**config.mk**
```make
export PLATFORM = sky130hd
export DESIGN_NAME = pe_spad_loader
export DESIGN_NICKNAME = d
export VERILOG_FILES = /design/src/rtl/pe_pkg.sv /design/src/rtl/spad_write_port.sv /design/src/rtl/pe_spad_loader.sv
export SDC_FILE = /design/constraint.sdc
export NUM_CORES = 1
export LEC_CHECK = 0
export ABC_AREA = 1
export CORE_MARGIN = 2
export CORE_UTILIZATION = 25
export CTS_CLUSTER_DIAMETER = 150
export DETAILED_ROUTE_END_ITERATION = 16
export PLACE_DENSITY = 0.5
export SYNTH_ARGS = -nofsm -noshare
export SYNTH_HDL_FRONTEND = slang
export SYNTH_SLANG_ARGS = --single-unit
```
**constraint.sdc**
```tcl
create_clock -name clk -period 21.1 [get_ports clk]
set_input_delay 4.22 -clock clk [delete_from_list [all_inputs] [get_ports clk]]
set_output_delay 4.22 -clock clk [all_outputs]
set_load 0.01 [all_outputs]
```
**src/rtl/pe_pkg.sv**
```systemverilog
// Shared constants, state encoding and config-size helpers for the PE loader/control blocks.
package pe_pkg;

   localparam int unsigned DATA_W      = 16;
   localparam int unsigned FSPAD_DEPTH = 224;
   localparam int unsigned ISPAD_DEPTH = 12;
   localparam int unsigned FADDR_W     = 8;
   localparam int unsigned IADDR_W     = 4;
   localparam int unsigned CFG_W       = 5;
   localparam int unsigned F_TOT_W     = 15;
   localparam int unsigned I_TOT_W     = 10;
   localparam int unsigned WDOG_CYC    = 4096;

   typedef enum logic [2:0] {
      S_IDLE   = 3'd0,
      S_LOAD_F = 3'd1,
      S_LOAD_I = 3'd2,
      S_FLUSH  = 3'd3,
      S_START  = 3'd4,
      S_RUN    = 3'd5,
      S_DONE   = 3'd6
   } state_e;

   // Widths are sized so that 31*31*31 and 31*31 never truncate.
   function automatic logic [F_TOT_W-1:0] calc_f_tot(input logic [CFG_W-1:0] fw,
                                                     input logic [CFG_W-1:0] oc,
                                                     input logic [CFG_W-1:0] ic);
      return F_TOT_W'(fw) * F_TOT_W'(oc) * F_TOT_W'(ic);
   endfunction

   function automatic logic [I_TOT_W-1:0] calc_i_tot(input logic [CFG_W-1:0] fw,
                                                     input logic [CFG_W-1:0] ic);
      return I_TOT_W'(fw) * I_TOT_W'(ic);
   endfunction

endpackage

```
**src/rtl/spad_write_port.sv**
```systemverilog
// Registered beat -> spad write stage with address counter and terminal-count flag.
module spad_write_port #(
   parameter int unsigned DATA_W = 16,
   parameter int unsigned ADDR_W = 8,
   parameter int unsigned TOT_W  = 15
) (
   input  logic              clk,
   input  logic              rst,
   input  logic              beat,
   input  logic [TOT_W-1:0]  total,
   input  logic [DATA_W-1:0] wdata_in,
   output logic              we,
   output logic [ADDR_W-1:0] addr,
   output logic [DATA_W-1:0] wdata,
   output logic              last_c
);
   import pe_pkg::*;

   logic [ADDR_W-1:0] cnt_q, cnt_d;
   logic              we_q, we_d;
   logic [ADDR_W-1:0] addr_q, addr_d;
   logic [DATA_W-1:0] wdata_q, wdata_d;

   always_comb begin
      cnt_d   = cnt_q;
      we_d    = beat;
      addr_d  = addr_q;
      wdata_d = wdata_q;
      last_c  = beat && (TOT_W'(cnt_q) == (total - TOT_W'(1)));
      if (beat) begin
         addr_d  = cnt_q;
         wdata_d = wdata_in;
         cnt_d   = last_c ? '0 : cnt_q + ADDR_W'(1);
      end
   end

   always_ff @(posedge clk or posedge rst) begin
      if (rst) begin
         cnt_q   <= '0;
         we_q    <= 1'b0;
         addr_q  <= '0;
         wdata_q <= '0;
      end else begin
         cnt_q   <= cnt_d;
         we_q    <= we_d;
         addr_q  <= addr_d;
         wdata_q <= wdata_d;
      end
   end

   assign we    = we_q;
   assign addr  = addr_q;
   assign wdata = wdata_q;

endmodule

```
**src/rtl/pe_spad_loader.sv**
```systemverilog
// Per-PE loader: fills filter/ifmap scratchpads from the global buffer, then
// runs the PE via load/start/complete and reports done or err.
module pe_spad_loader #(
   parameter int unsigned DATA_W      = 16,
   parameter int unsigned FSPAD_DEPTH = 224,
   parameter int unsigned ISPAD_DEPTH = 12,
   parameter int unsigned FADDR_W     = 8,
   parameter int unsigned IADDR_W     = 4,
   parameter int unsigned WDOG_CYC    = 4096
) (
   input  logic               clk,
   input  logic               rst,
   input  logic               cfg_go,
   input  logic [4:0]         oc,
   input  logic [4:0]         ic,
   input  logic [4:0]         filter_width,
   input  logic [DATA_W-1:0]  gb_data,
   input  logic               gb_valid,
   output logic               gb_ready,
   output logic               fspad_we,
   output logic [FADDR_W-1:0] fspad_addr,
   output logic [DATA_W-1:0]  fspad_wdata,
   output logic               ispad_we,
   output logic [IADDR_W-1:0] ispad_addr,
   output logic [DATA_W-1:0]  ispad_wdata,
   output logic               load,
   output logic               start,
   input  logic               complete,
   output logic               busy,
   output logic               done,
   output logic               err
);
   import pe_pkg::*;

   localparam int unsigned WDOG_W = (WDOG_CYC > 2) ? $clog2(WDOG_CYC) : 1;

   state_e             state_q, state_d;
   logic [CFG_W-1:0]   oc_q, oc_d, ic_q, ic_d, fw_q, fw_d;
   logic               gb_ready_q, gb_ready_d;
   logic               load_q, load_d;
   logic               start_q, start_d;
   logic               busy_q, busy_d;
   logic               done_q, done_d;
   logic               err_q, err_d;
   logic               complete_q, complete_d;
   logic [WDOG_W-1:0]  wdog_q, wdog_d;

   logic [F_TOT_W-1:0] f_tot_c;
   logic [I_TOT_W-1:0] i_tot_c;
   logic               cfg_ok_c, beat_f_c, beat_i_c, last_f_c, last_i_c, cplt_edge_c;

   // Validation uses the live inputs; the fill counts use the latched fields.
   always_comb begin
      cfg_ok_c = (oc != '0) && (ic != '0) && (filter_width != '0) &&
                 (calc_f_tot(filter_width, oc, ic) <= F_TOT_W'(FSPAD_DEPTH)) &&
                 (calc_i_tot(filter_width, ic) <= I_TOT_W'(ISPAD_DEPTH));
      f_tot_c     = calc_f_tot(fw_q, oc_q, ic_q);
      i_tot_c     = calc_i_tot(fw_q, ic_q);
      beat_f_c    = gb_valid && gb_ready_q && (state_q == S_LOAD_F);
      beat_i_c    = gb_valid && gb_ready_q && (state_q == S_LOAD_I);
      cplt_edge_c = complete && !complete_q;
   end

   spad_write_port #(.DATA_W(DATA_W), .ADDR_W(FADDR_W), .TOT_W(F_TOT_W)) u_fport (
      .clk      (clk),
      .rst      (rst),
      .beat     (beat_f_c),
      .total    (f_tot_c),
      .wdata_in (gb_data),
      .we       (fspad_we),
      .addr     (fspad_addr),
      .wdata    (fspad_wdata),
      .last_c   (last_f_c)
   );

   spad_write_port #(.DATA_W(DATA_W), .ADDR_W(IADDR_W), .TOT_W(I_TOT_W)) u_iport (
      .clk      (clk),
      .rst      (rst),
      .beat     (beat_i_c),
      .total    (i_tot_c),
      .wdata_in (gb_data),
      .we       (ispad_we),
      .addr     (ispad_addr),
      .wdata    (ispad_wdata),
      .last_c   (last_i_c)
   );

   always_comb begin
      state_d    = state_q;
      oc_d       = oc_q;
      ic_d       = ic_q;
      fw_d       = fw_q;
      err_d      = 1'b0;
      complete_d = complete_q;
      wdog_d     = wdog_q;

      case (state_q)
         S_IDLE: begin
            if (cfg_go) begin
               oc_d = oc;
               ic_d = ic;
               fw_d = filter_width;
               if (cfg_ok_c) state_d = S_LOAD_F;
               else          err_d   = 1'b1;
            end
         end
         S_LOAD_F: if (last_f_c) state_d = S_LOAD_I;
         S_LOAD_I: if (last_i_c) state_d = S_FLUSH;
         S_FLUSH:  state_d = S_START;
         S_START: begin
            // Arm edge detection so a complete already high is not taken as an edge.
            complete_d = complete;
            wdog_d     = '0;
            state_d    = S_RUN;
         end
         S_RUN: begin
            complete_d = complete;
            if (cplt_edge_c) begin
               state_d = S_DONE;
            end else if (wdog_q == WDOG_W'(WDOG_CYC - 1)) begin
               state_d = S_DONE;
               err_d   = 1'b1;
            end else begin
               wdog_d = wdog_q + WDOG_W'(1);
            end
         end
         S_DONE: begin
            wdog_d  = '0;
            state_d = S_IDLE;
         end
         default: state_d = S_IDLE;
      endcase

      gb_ready_d = (state_d == S_LOAD_F) || (state_d == S_LOAD_I);
      load_d     = (state_d == S_LOAD_F) || (state_d == S_LOAD_I) || (state_d == S_FLUSH);
      start_d    = (state_d == S_RUN);
      busy_d     = (state_d != S_IDLE);
      done_d     = (state_d == S_DONE);
   end

   always_ff @(posedge clk or posedge rst) begin
      if (rst) begin
         state_q    <= S_IDLE;
         oc_q       <= '0;
         ic_q       <= '0;
         fw_q       <= '0;
         gb_ready_q <= 1'b0;
         load_q     <= 1'b0;
         start_q    <= 1'b0;
         busy_q     <= 1'b0;
         done_q     <= 1'b0;
         err_q      <= 1'b0;
         complete_q <= 1'b0;
         wdog_q     <= '0;
      end else begin
         state_q    <= state_d;
         oc_q       <= oc_d;
         ic_q       <= ic_d;
         fw_q       <= fw_d;
         gb_ready_q <= gb_ready_d;
         load_q     <= load_d;
         start_q    <= start_d;
         busy_q     <= busy_d;
         done_q     <= done_d;
         err_q      <= err_d;
         complete_q <= complete_d;
         wdog_q     <= wdog_d;
      end
   end

   assign gb_ready = gb_ready_q;
   assign load     = load_q;
   assign start    = start_q;
   assign busy     = busy_q;
   assign done     = done_q;
   assign err      = err_q;

endmodule
```
; Word level (Yosys, flattened, before mapping)
; Index checks and enable logic that the tools add are counted.
[word_totals]
reg_bits = 95
in_bits = 36
output_inout_bits = 52
[classes]
add_sub_neg = 5
multipliers = 6
order_cmp = 2
eq_ne = 16
mux = 17
n_reduce_logical = 23
[ops]
columns = cell, count
row1 = 5-bit by 5-bit multiplier with 10-bit output, 4
row2 = 10-bit by 5-bit multiplier with 15-bit output, 2
row3 = 12-bit two-way mux, 2
row4 = 12-bit case mux with 2 select lines, 1
row5 = 3-bit two-way mux, 6
row6 = 3-bit case mux with 6 select lines, 1
row7 = "3-bit == test, second input constant", 5
row8 = 8-bit by 15-bit == test with 1-bit output, 1
row9 = "15-bit by 8-bit <= comparator with 1-bit output, second input constant", 1
row10 = 5-bit nonzero test, 3
row11 = "15-bit by 1-bit subtractor with 15-bit output, second input constant", 1
row12 = "12-bit by 1-bit adder with 12-bit output, second input constant", 1
row13 = "12-bit == test, second input constant", 1
row14 = "3-bit by 2-bit == test with 1-bit output, second input constant", 4
row15 = 4-bit by 10-bit == test with 1-bit output, 1
row16 = "10-bit by 4-bit <= comparator with 1-bit output, second input constant", 1
row17 = 1-bit logical AND, 10
row18 = "10-bit by 1-bit subtractor with 10-bit output, second input constant", 1
row19 = "8-bit by 1-bit adder with 8-bit output, second input constant", 1
row20 = 8-bit two-way mux, 1
row21 = "3-bit by 1-bit == test with 1-bit output, second input constant", 2
row22 = "4-bit by 1-bit adder with 4-bit output, second input constant", 1
row23 = 1-bit two-way mux, 4
row24 = 4-bit two-way mux, 1
row25 = other kinds (10), 13

; Depth between registers and ports, before layout
; Gate-level depths: netlist of the first run.
[logic_depth]
word_depth = 11
depth_mapped = 37
ltp_nobuf = 36

; Hierarchy
; From an unflattened synthesis of the first run, not the netlist that was laid out.
[hier_totals]
cells_unflattened = 1628
area_unflattened_um2 = 11309.6
[modules_own_cells]
columns = module, n_inst, cells_each, area_each_um2
row1 = pe_spad_loader, 1, 1161, 8035.2
row2 = spad_write_port (u_fport), 1, 305, 2067.0
row3 = spad_write_port (u_iport), 1, 162, 1207.4

; Least setup slack after synthesis of the first run
; Ideal clock, no wire load.
[synth_timing]
path_type = in2reg
from = input port filter_width[0]
to = register gb_ready_q (netlist: gb_ready)
t_arrival_ns = 10.103
required_time_ns = 20.985
path_slack_ns = 10.882
stages = 30
path_cell_list = clkbuf_1 > nand2_1 > fa_1 > fa_1 > inv_1 > fa_1 > ha_1 > a21oi_1 > nand2_1 > xor2_1 > or2_2 > fa_1 > fa_1 > fa_1 > inv_1 > ha_1 > nand2_1 > inv_1 > a21oi_1 > nand2_1 > nand2_1 > nand2_1 > nand2_1 > nand2_1 > nand3_1 > nor2_1 > a21oi_2 > nand3_2 > nand2_1 > nor2_1
[synth_between]
elab_chain_cells = 10
[synth_lines]
columns = element, line_no
row1 = start: declaration, pe_spad_loader.sv:16  ; input logic [4:0] filter_width,
row2 = 5-bit by 5-bit multiplier with 10-bit output, pe_pkg.sv:28  ; return F_TOT_W'(fw) * F_TOT_W'(oc) * F_TOT_W'(ic);
row3 = 10-bit by 5-bit multiplier with 15-bit output, pe_pkg.sv:28
row4 = 15-bit by 8-bit <= comparator with 1-bit output, pe_spad_loader.sv:55  ; (calc_f_tot(filter_width, oc, ic) <= F_TOT_W'(FSPAD_DEPTH)) &&
row5 = 1-bit logical AND, pe_spad_loader.sv:54  ; cfg_ok_c = (oc != '0) && (ic != '0) && (filter_width != '0) &&
row6 = 1-bit logical AND (*), pe_spad_loader.sv:55
row7 = 3-bit two-way mux (*), pe_spad_loader.sv:103  ; if (cfg_ok_c) state_d = S_LOAD_F;
row8 = 3-bit two-way mux (*), pe_spad_loader.sv:99  ; if (cfg_go) begin
row9 = 3-bit case mux with 6 select lines (*), pe_spad_loader.sv:97  ; case (state_q)
row10 = 3-bit by 1-bit == test with 1-bit output / 3-bit by 2-bit == test with 1-bit output (equally long branches), pe_spad_loader.sv:134  ; gb_ready_d = (state_d == S_LOAD_F) || (state_d == S_LOAD_I);
row11 = 1-bit logical OR (*), pe_spad_loader.sv:134
row12 = net gb_ready_d, pe_spad_loader.sv:39  ; logic gb_ready_q, gb_ready_d;
row13 = end signal: assignment, pe_spad_loader.sv:160  ; gb_ready_q <= gb_ready_d;
row14 = end: declaration, pe_spad_loader.sv:39
; The timed path passes the listed nets; every way through them passes the cells marked *.
; A chain may end at the register's enable or synchronous reset.

; Final worst setup path of the first run
; Same ends and word-level chain as after synthesis.

==> out/metrics.yaml, run 1 <==
outcome:
  outcome: "finished clean"
sta:
  fin_crit_ps: 10800
  slew_viol_final: 0
  maxSlewHeadroom: 0.412
  rsz0062_at_grt: "no"
  finalSetupViolCount: 0
  worst_pin_slew_ps: 879
  max_freq_ghz: 0.0926
  fin_worst_skew_ps: 10.1
  post-route-period-util: 0.512
  finalHoldViolations: 0
  final.setup.tns_ps: 0
logic_synthesis:
  synth_top_family_by_area: "adder cells"
  synth_adder_area_share: 0.306
  netlist_instances: 1564
  syn_avg_cell_area_um2: 7.12
  ys_warn_count: 0
  yosys.area_share.simple: 0.250
  synth-seq-area-share: 0.214
  synthArstFlopShare: 1.00
  syn_nets: 1818
  synth_xor_area_frac: 0.0291
  muxShareOfSynthArea: 0
  ys_ff_latch: 95
  synth_edf_count: 0
  synth.distinct_cells: 39
  synth_compound_gate_area_share: 0.0589
  synth_ff_type: "dfrtp_1"
  synth_area_mm2: 0.0111
clock_tree:
  cts_resized: 0
  h-tree-depth: 3
  clk_path_buf_depth: 2
  postCtsHoldBufs: 0
  clkTransAtPathRegs_ps: 70
  cts_tree: "yes"
  clkSinkCount: 95
  numCtsBuffers: 9
  clk_latency_ps: 350
  clock-root-buffer: "clkbuf_16"
  post_cts_buffers: 0
die:
  dieArea_mm2: 0.0462
  num_io_pins: 88
  initial_core_util: 0.252
  fp-row-count: 77
  die_x_um: 215
  core_area_mm2: 0.0441
  die_h_um: 215
detailed_routing:
  vias: 9183
  wirelength_um: 25500
  dr.pass1.iters: 5
  vias_per_cell: 4.13
  drc_errors: 0
  drt_iter0_markers: 419
  ant_nets: 0
  post_drt_wl_per_cell_um: 11.5
worst_setup_path:
  max_stage_delay_ps: 750
  worstPathRequired_ps: 21370
  critical_path_class: "in -> reg"
  start_kind: "primary input"
  cp_data_arrival_time_ps: 11080
  cp-end-kind: "register"
  critPathBufInv: 4
  path_max_fanout: 13
  crit_path_frequent_cell: "fa_1"
  slowest_stage: "clkdlybuf4s50_1"
  critical_path.top_delay_family: "adder cells"
run:
  max_cap_viol_count: 0
final_layout:
  fillers: 4897
  regArea_mm2: 0.00238
  n_antenna_cell: 0
  syn_to_final_growth_pct: 15.9
  final_common_cell: "nand2_1"
  most-common-layout-cells: "466 x nand2_1, 367 x inv_1, 128 x ha_1"
  nets: 1881
  multi_input_area_mm2: 0.00717
  drive_above_1_share: 0.0337
global_route:
  grt_usage: 0.115
  grt_start_max_net_pins: 57
  grt_antenna_before_repair: 0
  grt_pass1_wl_um: 44700
  grt-ovfl-total: 0
  first_global_vias: 9317
hold_path:
  hold_class: "reg -> reg"
placement:
  portBuffers: 87
  dp_hpwl_um: 21000
  gp_congestion: 0.790
-- cell usage after synthesis, types with 3 or more instances --
cell / number / share of area
nand3b_1: 7 / 0.0047
o21ai_0: 61 / 0.027
nand4_1: 20 / 0.011
or2_1: 3 / 0.0017
buf_2: 6 / 0.0027
dfrtp_1: 95 / 0.21
inv_1: 368 / 0.12
nor2_2: 7 / 0.0039
ha_1: 128 / 0.14
nor2_1: 88 / 0.030
clkbuf_1: 31 / 0.010
nor3_1: 4 / 0.0018
nand2_1: 466 / 0.16
xor2_1: 20 / 0.016
inv_2: 10 / 0.0034
a21oi_1: 41 / 0.018
fa_1: 90 / 0.16
or2_2: 6 / 0.0034
xnor2_1: 17 / 0.013
nand3_1: 64 / 0.029
o21bai_1: 3 / 0.0020
o31ai_1: 5 / 0.0034
-- final timing paths --
check,start,endpoint,slack [ps],depth (start not counted)
worst max-delay path,filter_width[0],gb_ready,10300,30
worst min-delay path,u_fport.addr[3],u_fport.addr[3],480,2
worst max register to register,fw_q[0],gb_ready,13650,34
worst min register to register,u_fport.addr[3],u_fport.addr[3],480,2
max in group asynchronous,rst,u_iport.wdata[1],15720,3
min in group asynchronous,rst,u_iport.wdata[8],4270,2
-- sequential cells by signal, indices dropped and copies added (netlist names) --
name / count
u_iport.cnt_q: 4
u_fport.we: 1
u_iport.addr: 4
complete_q: 1
load: 1
gb_ready: 1
fw_q: 5
ic_q: 5
err: 1
u_fport.addr: 8
u_fport.wdata: 16
u_iport.wdata: 16
wdog_q: 12
done: 1
oc_q: 5
busy: 1
u_fport.cnt_q: 8
state_q: 3
u_iport.we: 1
start: 1
-- through the flow --
stage	util	std cells	hold slack, ps	instance area (um2)	worst slack (ps)
finish	0.292	2224	480	12900	10300
detailed placement	0.286	2208	466	12600	9890
floorplan	-	1564	447	11100	10880
global placement	0.286	2208	464	12600	10010
CTS	0.292	2224	485	12900	10260
global route	0.292	2224	506	12900	9680
-- worst min-delay path: stages (launching register included) --
cell and delay [ps]:
dfrtp_1 350, nand2_1 50, nand2_1 50
-- kinds of logic (layout without fill, tap and decap cells) --
group | Yosys count | count (layout)
AOI/OAI and AO/OA | 121 | 121
buffers and inverters | 419 | 487
and+or+nand+nor | 674 | 674
xor gates and xnor gates | 37 | 37
adders and majority gates | 218 | 218
DFF | 95 | 95
-- final cells by class --
cell class              count  area share
clock inverters             6     0.00417
inverters                 380       0.111
well taps                 592      0.0574
repair buffers             91      0.0698
multi-input cells        1050       0.556
flip-flops and latches     95       0.184
clock buffers              10      0.0177
-- routing by layer --
layer | track usage | share of wire | vias to the layer above
met5 | 0 | 0 | -
met4 | 0.0166 | 0.0054 | 0
met3 | 0.0156 | 0.031 | 9
met2 | 0.196 | 0.46 | 110
met1 | 0.158 | 0.51 | 4247
li1 | - | - | 4817
Power of run 1 is left out: the tool's default activity adds up to more than one toggle a clock period on the data nets, which glitch-free logic cannot reach.
==> run 2: changes to the inputs <==
==> constraint.sdc (replaced) <==
create_clock -name clk -period 11 [get_ports clk]
set_input_delay 2.2 -clock clk [delete_from_list [all_inputs] [get_ports clk]]
set_output_delay 2.2 -clock clk [all_outputs]
set_load 0.01 [all_outputs]
==> out/metrics.yaml, run 2 (synthesis results as in run 1) <==
worst_setup_path:
  critical_path_class: "in -> reg"
  cp-end-kind: "register"
  r2r-end: "load"
  reg2reg_depth: 34  # unchanged
  worstPathRequired_ps: 11280  # -10,090 ps
  slowest_stage: "clkdlybuf4s50_1"
  cp_data_arrival_time_ps: 9100  # -1980 ps
  path_max_fanout: 13  # unchanged
  critPathBufInv: 4  # unchanged
  max_stage_delay_ps: 770  # +20 ps
  start_kind: "primary input"
  crit_path_frequent_cell: "fa_1"
  critical_path.top_delay_family: "adder cells"
  r2r_setup_slack_ps: 3550  # -10,100 ps
  r2r_start: "fw_q[0]"
clock_tree:
  clkTransAtPathRegs_ps: 70  # about the same
  numCtsBuffers: 9  # unchanged
  clk_latency_ps: 350  # about the same
  cts_tree: "yes"
  h-tree-depth: 3  # unchanged
  clk_path_buf_depth: 2  # unchanged
  clkSinkCount: 95  # unchanged
  postCtsHoldBufs: 0  # unchanged
  cts_resized: 0  # unchanged
  post_cts_buffers: 0  # unchanged
  clock-root-buffer: "clkbuf_16"
detailed_routing:
  vias_per_cell: 4.17  # +0.93%
  post_drt_wl_per_cell_um: 11.5  # about the same
  ant_nets: 0  # unchanged
  vias: 9268  # +0.93%
  drc_errors: 0  # unchanged
  dr.pass1.iters: 5  # unchanged
  wirelength_um: 25500  # about the same
  drt_iter0_markers: 442  # +5.5%
hold_path:
  min_from: "u_fport.addr[3]"
  hold_depth: 2  # unchanged
  hold_path_end: "u_fport.addr[3]"
  hold_class: "reg -> reg"
final_layout:
  syn_to_final_growth_pct: 15.9  # unchanged
  most-common-layout-cells: "466 x nand2_1, 367 x inv_1, 128 x ha_1"
  final_common_cell: "nand2_1"
  post-route-cell-area_mm2: 0.0129  # unchanged
  n_antenna_cell: 0  # unchanged
  final-instance-count-excl-fill: 2224  # unchanged
  nets: 1881  # unchanged
  drive_above_1_share: 0.0337  # unchanged
global_route:
  first_global_vias: 9322  # +0.054%
  grt_usage: 0.115  # +0.000168
  grt_start_max_net_pins: 57  # unchanged
  grt_pass1_wl_um: 44800  # about the same
  grt_antenna_before_repair: 0  # unchanged
  grt-ovfl-total: 0  # unchanged
sta:
  worst_pin_slew_ps: 883  # +3.80 ps
  finalHoldViolations: 0  # unchanged
  final.setup.tns_ps: 0  # unchanged
  slew_viol_final: 0  # unchanged
  maxSlewHeadroom: 0.410  # -0.00254
  rsz0062_at_grt: "no"
  fin_crit_ps: 8820
  finalSetupViolCount: 0  # unchanged
  post-route-period-util: 0.802
  max_freq_ghz: 0.113
  fin_worst_skew_ps: 12.1  # +1.96 ps
placement:
  dp_hpwl_um: 21000  # about the same
  gp_congestion: 0.790  # unchanged
  place_inst: 2208  # unchanged
  portBuffers: 87  # unchanged
  place_area_mm2: 0.0126  # unchanged
die:
  dieArea_mm2: 0.0462  # unchanged
  die_x_um: 215  # unchanged
  fp-row-count: 77  # unchanged
  core_area_mm2: 0.0441  # unchanged
  initial_core_util: 0.252  # unchanged
  num_io_pins: 88  # unchanged
  die_h_um: 215  # unchanged
run:
  max_cap_viol_count: 0  # unchanged
outcome:
  outcome: "finished clean"
[run 2: cell counts in the layout (fill, tap and decap cells not counted)]
Identical to the previous run, type by type.
[run 2: area by class of cell]
class | count | area, um2
clock buffer | 10 | 229
tap | 592 | 741
sequential | 95 | 2380
inverter | 380 | 1430
timing repair buffer | 91 | 901
clock inverter | 6 | 53.8
multi-input combinational | 1050 | 7170
fill | 4891 | 31200
[run 2: worst max-delay path by stage]
stage	end	slack [ps]	cells past startpoint	from
2_1_floorplan	gb_ready	2800	30	filter_width[0]
3_3_place_gp	gb_ready	1930	30	filter_width[0]
3_5_place_dp	gb_ready	1790	30	filter_width[0]
4_1_cts	gb_ready	2150	30	filter_width[0]
5_1_grt	gb_ready	1590	30	filter_width[0]
6_report	gb_ready	2180	30	filter_width[0]
[run 2: layer usage]
layer / vias to the layer above / part of all wire / track usage
met2: 144 / 0.45 / 0.193
met4: 0 / 0.011 / 0.0248
met1: 4292 / 0.51 / 0.160
li1: 4812 / - / -
met5: - / 0 / 0
met3: 20 / 0.033 / 0.0126
[run 2: stage by stage]
stage,utilization,setup slack (ps),hold WS (ps)
final,0.292,2180,481
after global placement,0.286,1930,464
after CTS,0.292,2150,486
after detailed placement,0.286,1790,466
after floorplan,-,2800,447
after global routing,0.292,1590,513
[run 2: tightest hold or removal path: cells and delay by family (launching register included)]
kind             cells  cell delay [ps]
DFF                  1              350
and+or+nand+nor      2              100
Power of run 2 is left out for the same reason.
==> run 3: changes to the inputs <==
==> constraint.sdc (replaced) <==
create_clock -name clk -period 8.4 [get_ports clk]
set_input_delay 1.68 -clock clk [delete_from_list [all_inputs] [get_ports clk]]
set_output_delay 1.68 -clock clk [all_outputs]
set_load 0.01 [all_outputs]
==> out/metrics.yaml, run 3 (synthesis results as in run 1) <==
outcome:
  outcome: "finished clean"
worst_setup_path:
  worst-path-stages: 30  # unchanged
  worstPathRequired_ps: 8610  # -2670 ps
  reg2reg_depth: 34  # unchanged
  r2r_start: "fw_q[0]"
  cp-end-kind: "register"
  r2r_setup_slack_ps: 1030  # -2520 ps
  max_stage_delay_ps: 540  # -230 ps
  r2r-end: "gb_ready"
  critical_path_class: "in -> reg"
  critical_path.top_delay_family: "adder cells"
  path_max_fanout: 7  # -6
  slowest_stage: "fa_1"
  crit_path_frequent_cell: "nand2_1"
  start_kind: "primary input"
  cp_data_arrival_time_ps: 8130  # -970 ps
  critPathBufInv: 6  # +2
final_layout:
  syn_to_final_growth_pct: 17.7
  fillers: 4908  # +0.35%
  drive_above_1_share: 0.0503  # +0.0166
  most-common-layout-cells: "464 x nand2_1, 367 x inv_1, 126 x ha_1"
  final_common_cell: "nand2_1"
  final-instance-count-excl-fill: 2241  # +0.76%
  nets: 1898  # +0.90%
  post-route-cell-area_mm2: 0.0131  # +1.5%
  n_antenna_cell: 0  # unchanged
die:
  initial_core_util: 0.252  # unchanged
  num_io_pins: 88  # unchanged
  die_h_um: 215  # unchanged
  fp-row-count: 77  # unchanged
  core_area_mm2: 0.0441  # unchanged
  dieArea_mm2: 0.0462  # unchanged
  die_x_um: 215  # unchanged
hold_path:
  hold_class: "reg -> reg"
  hold_depth: 2  # unchanged
  hold_path_end: "u_fport.addr[4]"
  min_from: "u_fport.addr[4]"
clock_tree:
  cts_tree: "yes"
  h-tree-depth: 3  # unchanged
  numCtsBuffers: 9  # unchanged
  cts_resized: 0  # unchanged
  post_cts_buffers: 0  # unchanged
  clk_latency_ps: 350  # about the same
  clkSinkCount: 95  # unchanged
  clkTransAtPathRegs_ps: 70  # about the same
  clk_path_buf_depth: 2  # unchanged
  postCtsHoldBufs: 0  # unchanged
  clock-root-buffer: "clkbuf_16"
global_route:
  grt_usage: 0.116  # +0.000501
  grt-ovfl-total: 0  # unchanged
  grt_start_max_net_pins: 66  # +16%
  grt_pass1_wl_um: 45100  # +0.86%
  first_global_vias: 9387  # +0.70%
  grt_antenna_before_repair: 0  # unchanged
detailed_routing:
  wirelength_um: 26100  # +2.1%
  drt_iter0_markers: 500  # +13%
  dr.pass1.iters: 5  # unchanged
  drc_errors: 0  # unchanged
  ant_nets: 0  # unchanged
  vias: 9338  # +0.76%
  post_drt_wl_per_cell_um: 11.6  # +1.4%
  vias_per_cell: 4.17  # about the same
placement:
  dp_hpwl_um: 21500  # +2.5%
  portBuffers: 87  # unchanged
  place_inst: 2225  # +0.77%
  place_area_mm2: 0.0128  # +1.1%
  gp_congestion: 0.788  # -0.18%
sta:
  slew_viol_final: 0  # unchanged
  rsz0062_at_grt: "no"
  post-route-period-util: 0.943
  final.setup.tns_ps: 0  # unchanged
  maxSlewHeadroom: 0.405  # -0.00464
  worst_pin_slew_ps: 890  # +6.94 ps
  finalSetupViolCount: 0  # unchanged
  fin_worst_skew_ps: 11.5  # -0.558 ps
  max_freq_ghz: 0.126
  whs_ps: 478  # -2.46 ps
  fin_crit_ps: 7920
  finalHoldViolations: 0  # unchanged
run:
  max_cap_viol_count: 0  # unchanged
run 3: per-stage QoR:
| stage | worst slack [ps] | util |
|---|---|---|
| 2_1_floorplan | 722 | - |
| 3_3_place_gp | 112 | 0.289 |
| 3_5_place_dp | 8.76 | 0.289 |
| 4_1_cts | 390 | 0.296 |
| 5_1_grt | 40.9 | 0.297 |
| 6_report | 479 | 0.297 |
run 3: worst max path at each step:
| stage | from | end |
|---|---|---|
| after floorplan | filter_width[0] | gb_ready |
| after global placement | oc[3] | gb_ready |
| after detailed placement | oc[3] | gb_ready |
| after CTS | oc[3] | gb_ready |
| after global routing | oc[3] | busy |
| final | oc[3] | busy |
run 3: cell type report:
class	instances	area [um2]	share of cell area
clock inverter	7	60.1	0.00459
timing repair buffer	108	1040	0.0795
tap	592	741	0.0566
sequential	95	2380	0.182
clock buffer	9	225	0.0172
multi-input combinational	1050	7220	0.552
inverter	380	1430	0.109
run 3: worst reg2reg max path, delay by kind of cell (launching register included):
family	cells	cell delay (ps)
fa+ha+maj	8	3750
simple gates	18	2030
compound gates	5	680
flops	1	600
buf+inv	3	200
run 3: metal layers:
layer / wire length, um / vias to the layer above / GRT usage / share of wire
met5: 0 / - / 0 / 0
met4: 168 / 0 / 0.0179 / 0.0064
met3: 700 / 11 / 0.0125 / 0.027
met2: 12000 / 126 / 0.200 / 0.46
met1: 13200 / 4354 / 0.158 / 0.51
li1: - / 4847 / - / -
Power of run 3 is left out for the same reason.
